--- src/rtl/minc_stack.sv ---
// minc_stack -- parametrised operand stack for the minc core.
//
// Executes one stack op per rising clock edge. The stack is kept as a shift
// register whose entry 0 is the top, so top_out/second_out come straight
// from flops. Positions at or above the stack pointer always hold zero,
// which makes vacated positions read as 0 without extra masking.
//
// Ports:
//   CLK        clock, all state updates on the rising edge
//   RESET      asynchronous active-high reset
//   op         0 NOP, 1 PUSH, 2 POP, 3 DUP, 4 SWAP, 5 OVER, 6 REPL, 7 CLRERR
//   din        operand for PUSH / REPL
//   top_out    top entry (0 when empty)
//   second_out entry below top (0 when fewer than two entries)
//   sp_out     number of valid entries, 0..DEPTH
//   empty      sp_out == 0
//   full       sp_out == DEPTH
//   overflow   sticky: push-class op attempted while full
//   underflow  sticky: op needed more entries than present
module minc_stack #(
    parameter int WIDTH = 8,
    parameter int DEPTH = 8,
    parameter bit WRAP  = 1'b0
) (
    input  logic                         CLK,
    input  logic                         RESET,
    input  logic [2:0]                   op,
    input  logic [WIDTH-1:0]             din,
    output logic [WIDTH-1:0]             top_out,
    output logic [WIDTH-1:0]             second_out,
    output logic [$clog2(DEPTH+1)-1:0]   sp_out,
    output logic                         empty,
    output logic                         full,
    output logic                         overflow,
    output logic                         underflow
);

    localparam int SP_W = $clog2(DEPTH+1);
    localparam logic [SP_W-1:0] SP_MAX = SP_W'(DEPTH);

    typedef enum logic [2:0] {
        OP_NOP    = 3'd0,
        OP_PUSH   = 3'd1,
        OP_POP    = 3'd2,
        OP_DUP    = 3'd3,
        OP_SWAP   = 3'd4,
        OP_OVER   = 3'd5,
        OP_REPL   = 3'd6,
        OP_CLRERR = 3'd7
    } op_e;

    op_e              op_s;
    logic [WIDTH-1:0] stk_q [DEPTH];
    logic [WIDTH-1:0] stk_d [DEPTH];
    logic [SP_W-1:0]  sp_q, sp_d;
    logic             ovf_q, ovf_d;
    logic             unf_q, unf_d;
    logic             empty_q, full_q;

    logic             have1, have2, is_full;
    logic             push_en, pop_en;
    logic [WIDTH-1:0] push_val;

    always_comb op_s = op_e'(op);

    always_comb begin
        have1   = (sp_q != '0);
        have2   = (sp_q > SP_W'(1));
        is_full = (sp_q == SP_MAX);
    end

    always_comb begin
        stk_d    = stk_q;
        sp_d     = sp_q;
        ovf_d    = ovf_q;
        unf_d    = unf_q;
        push_en  = 1'b0;
        pop_en   = 1'b0;
        push_val = din;

        // Entry-count checks come first so an op that is short of entries
        // reports underflow even when the stack is also full.
        case (op_s)
            OP_NOP: ;
            OP_PUSH: begin
                push_en  = 1'b1;
                push_val = din;
            end
            OP_DUP: begin
                if (have1) begin
                    push_en  = 1'b1;
                    push_val = stk_q[0];
                end else begin
                    unf_d = 1'b1;
                end
            end
            OP_OVER: begin
                if (have2) begin
                    push_en  = 1'b1;
                    push_val = stk_q[1];
                end else begin
                    unf_d = 1'b1;
                end
            end
            OP_POP: begin
                if (have1) pop_en = 1'b1;
                else       unf_d  = 1'b1;
            end
            OP_SWAP: begin
                if (have2) begin
                    stk_d[0] = stk_q[1];
                    stk_d[1] = stk_q[0];
                end else begin
                    unf_d = 1'b1;
                end
            end
            OP_REPL: begin
                if (have1) stk_d[0] = din;
                else       unf_d    = 1'b1;
            end
            OP_CLRERR: begin
                ovf_d = 1'b0;
                unf_d = 1'b0;
            end
        endcase

        if (push_en) begin
            if (is_full) ovf_d = 1'b1;
            // In wrap mode the shift naturally discards the bottom entry.
            if (!is_full || WRAP) begin
                for (int unsigned i = DEPTH - 1; i >= 1; i--) begin
                    stk_d[i] = stk_q[i-1];
                end
                stk_d[0] = push_val;
                if (!is_full) sp_d = sp_q + SP_W'(1);
            end
        end

        if (pop_en) begin
            for (int unsigned i = 0; i < DEPTH - 1; i++) begin
                stk_d[i] = stk_q[i+1];
            end
            stk_d[DEPTH-1] = '0;
            sp_d = sp_q - SP_W'(1);
        end
    end

    always_ff @(posedge CLK or posedge RESET) begin
        if (RESET) begin
            for (int unsigned i = 0; i < DEPTH; i++) begin
                stk_q[i] <= '0;
            end
            sp_q    <= '0;
            ovf_q   <= 1'b0;
            unf_q   <= 1'b0;
            empty_q <= 1'b1;
            full_q  <= 1'b0;
        end else begin
            stk_q   <= stk_d;
            sp_q    <= sp_d;
            ovf_q   <= ovf_d;
            unf_q   <= unf_d;
            empty_q <= (sp_d == '0);
            full_q  <= (sp_d == SP_MAX);
        end
    end

    assign top_out    = stk_q[0];
    assign second_out = stk_q[1];
    assign sp_out     = sp_q;
    assign empty      = empty_q;
    assign full       = full_q;
    assign overflow   = ovf_q;
    assign underflow  = unf_q;

endmodule

--- config.mk ---
export PLATFORM = sky130hd
export DESIGN_NAME = minc_stack
export DESIGN_NICKNAME = d
export VERILOG_FILES = /design/src/rtl/minc_stack.sv
export SDC_FILE = /design/constraint.sdc
export NUM_CORES = 1
export LEC_CHECK = 0
export BUFFER_PORTS_ARGS = -buffer_cell sky130_fd_sc_hd__clkbuf_2
export CAP_MARGIN = 20
export CORE_MARGIN = 2
export CORE_UTILIZATION = 38
export CTS_CLUSTER_DIAMETER = 50
export DETAILED_ROUTE_END_ITERATION = 12
export PLACE_DENSITY = 0.52
export SLEW_MARGIN = 20
export SYNTH_ARGS = -nofsm -noshare
export SYNTH_HDL_FRONTEND = slang
export SYNTH_SLANG_ARGS = --single-unit
--- constraint.sdc ---
create_clock -name CLK -period 2.6 [get_ports CLK]
set_clock_uncertainty 0.05 [all_clocks]
set_input_delay 0.26 -clock CLK [delete_from_list [all_inputs] [get_ports CLK]]
set_output_delay 0.26 -clock CLK [all_outputs]
set_load 0.02 [all_outputs]
==> impl_metrics.env <==
export IMPL_status="completed"
export IMPL_maxCapViolations=0
export IMPL_yosys_area_top_type="dfrtp_1"
export IMPL_r2r_setup_slack_ns=0.29
export IMPL_grt_pass1_vias=3105
export IMPL_place_gp_congestion=0.8673
export IMPL_synth_top_family_by_area="compound AO/OA/AOI/OAI gates"
export IMPL_synth_top_cells_by_count="nand2_1, dfrtp_1, a22oi_1, o21ai_1, buf_4"
export IMPL_critPathCaptureType="flop"
export IMPL_max_stage_delay_ns=0.38
export IMPL_crit_chain="inv_1, ha_1, or2_1, and3_1, nor3_2, buf_4, buf_12, nand2_1, o21ai_1"
export IMPL_wirelength_um=8619
export IMPL_port_buffers=36
export IMPL_startpoint_type="flop"
export IMPL_yosys_area_top_type_share=0.4702
export IMPL_async_reset_ff_frac=1.000
export IMPL_drt_initial_drc_count=125
export IMPL_clk_pin_slew_worst_paths_ns=0.07
export IMPL_crit_required_ns=2.82
export IMPL_path_class="reg -> reg"
export IMPL_final_hold_viol_count=0
export IMPL_antenna_found_initial=0
export IMPL_setup_viol=0
export IMPL_gr_total_overflow=0
export IMPL_synth_edf_count=0
export IMPL_reg2reg_depth=9
export IMPL_vias=3117
export IMPL_synth_seq_area_share=0.4772
export IMPL_hold_end="top_out[2]"
export IMPL_cts_buffers=9
export IMPL_crit_fanout=32
export IMPL_syn_area_um2=3779
export IMPL_core_um2=9729
export IMPL_syn_to_final_growth_pct=9.868
export IMPL_synth_most_common_cell="nand2_1"
export IMPL_synth_compound_area_share=0.2126
export IMPL_relSlewSlack=0.5130
export IMPL_rsz0062_at_grt="no"
export IMPL_clk_latency_ns=0.35
export IMPL_cts_tree="built"
export IMPL_syn_inst=420
export IMPL_grt_pass1_wl_um=14610
export IMPL_drive_gt1_frac=0.1648
export IMPL_io_pins=37
export IMPL_holdCritPathClass="in -> reg"
export IMPL_dieWidth_um=103.7
export IMPL_die_area_um2=10760
export IMPL_synth_mux_area_frac=0.01325
export IMPL_ant_nets=0
export IMPL_hold_depth=3
export IMPL_fin_tns_setup_ns=0
export IMPL_leakage_nw=1.939
export IMPL_fmax_mhz=433.2
export IMPL_ir_drop_v=0.0004805
export IMPL_track_usage=0.1661
export IMPL_rr_startpoint="sp_out[0]"
export IMPL_placement_rows=36
export IMPL_cts_max_level=3
export IMPL_ys_warn_count=0
export IMPL_synth_simple_gate_area_share=0.2026
export IMPL_numClockSinks=72
export IMPL_critical_path_slowest_cell="dfrtp_1"
export IMPL_synth_adder_area_share=0.009934
export IMPL_tightest_slew_ns=0.7261
export IMPL_drtPass1Iterations=4
export IMPL_dp_hpwl_um=5565
export IMPL_synth_area_leaders="dfrtp_1, nand2_1, a22oi_1, buf_4, o21ai_1"
export IMPL_power_density_nw_per_um2=1108
export IMPL_cts_root_buf="clkbuf_8"
export IMPL_critPathArrivalTime_ns=2.52
export IMPL_routedWlPerCell_um=15.12
export IMPL_synth_cell_types=46
export IMPL_min_from="din[2]"
export IMPL_syn_num_nets=436
export IMPL_clockBufferDepth=2
export IMPL_routed_via_density=5.468
export IMPL_drv_slew=0
export IMPL_synth_avg_cell_area_um2=8.997
export IMPL_period_needed_ns=2.309
export IMPL_initial_core_util=0.3884
export IMPL_cp_top_family="simple AND/OR/NAND/NOR gates"
export IMPL_rr_endpoint="stk_q[4]"
export IMPL_synth_xor_area_frac=0.004636
export IMPL_drc=0
export IMPL_critPathBufInv=3
export IMPL_synth_flop_cell="dfrtp_1"
export IMPL_die_y_um=103.7
export IMPL_diodes=0
export IMPL_ys_seq_elements=72
export IMPL_final_core_util=0.4267
export IMPL_grt_max_degree=73
export IMPL_finalCritPeriodShare=0.8879
export IMPL_fin_nets=449
[flip-flops by register name, summed over array words and instances (netlist names)]
register,count
second_out,8
empty,1
full,1
sp_out,4
overflow,1
underflow,1
stk_q,48
top_out,8
[placed cells by master, fill, tap and decap left out, types with 3 or more instances in the layout]
cell,n
nor3b_1,6
buf_4,7
inv_1,6
o21ai_1,27
clkbuf_2,36
clkbuf_8,9
o311ai_1,3
or2_1,3
a22oi_1,36
o21ai_0,7
nand2_1,114
a21oi_1,12
mux2i_1,5
nor2b_1,3
nor2_1,14
a221oi_1,8
nand3_1,6
buf_12,4
clkinv_2,3
a22o_1,7
o211ai_1,8
ha_1,3
dfrtp_1,71
and3_1,4
[final cells by class]
class	instances	area, um^2
Clock inverter	4	22.52
Timing Repair Buffer	48	322.8
Inverter	7	26.28
Sequential cell	72	1803
Multi-Input combinational cell	295	1679
Fill cell	1013	5578
Tap cell	133	166.4
Clock buffer	11	131.4
[timing repair]
item                                   CTS  global route
setup buffers                            0             0
resized for setup                        0             0
hold buffers                             1             0
endpoints found under the hold margin   71             0
[report_power, final]
group	internal (mW)	switching [mW]
sequential	1.60	0.442
combinational	0.728	1.09
clock	0.336	0.396
total	2.67	1.93
[per-layer routing]
| metal | up-vias | global-route usage | wire length [um] | part of all wire |
|---|---|---|---|---|
| li1 | 1493 | - | - | - |
| met1 | 1555 | 0.2067 | 3931 | 0.46 |
| met2 | 61 | 0.2748 | 4266 | 0.49 |
| met3 | 8 | 0.04657 | 334 | 0.039 |
| met4 | 0 | 0.06371 | 86 | 0.010 |
| met5 | - | 0 | 0 | 0 |
[worst max path at each step]
stage | startpoint | endpoint | slack (ns) | cells past startpoint
finish | sp_out[0] | stk_q[4] | 0.29 | 9
CTS | sp_out[0] | stk_q[4] | 0.26 | 9
global placement | sp_out[0] | stk_q[29] | 0.31 | 8
floorplan | sp_out[0] | stk_q[40] | 0.33 | 10
global route | sp_out[0] | stk_q[29] | 0.06 | 8
detailed placement | sp_out[0] | stk_q[32] | 0.27 | 8
[worst register-to-register path: stages (launching register included)]
cell and delay (ns):
dfrtp_1 0.38, inv_1 0.06, ha_1 0.26, or2_1 0.30
and3_1 0.26, nor3_2 0.34, buf_4 0.24, buf_12 0.19
nand2_1 0.07, o21ai_1 0.08
[logic make-up (layout without fill, tap and decap cells)]
| kind of cell | Yosys count | in the layout |
|---|---|---|
| AND/OR/NAND/NOR | 168 | 168 |
| AO/OA/AOI/OAI | 117 | 117 |
| flip-flops | 72 | 72 |
| buffers and inverters | 53 | 70 |
| multiplexers | 5 | 5 |
| adder cells (fa/ha/maj) | 3 | 3 |
| XOR/XNOR | 2 | 2 |
[metrics by stage]
| stage | setup WS, ns | power (mW) | area, um^2 | std cells | hold slack, ns |
|---|---|---|---|---|---|
| detailed placement | 0.2691 | 3.906 | 3988 | 554 | 0.3153 |
| finish | 0.2915 | 4.601 | 4151 | 570 | 0.1848 |
| global route | 0.05873 | 4.991 | 4151 | 570 | 0.1746 |
| global placement | 0.3114 | 3.872 | 3988 | 554 | 0.3161 |
| floorplan | 0.3298 | 3.469 | 3779 | 420 | 0.4073 |
| CTS | 0.2625 | 4.668 | 4151 | 570 | 0.1588 |
Power figures use the tool's default switching activity.
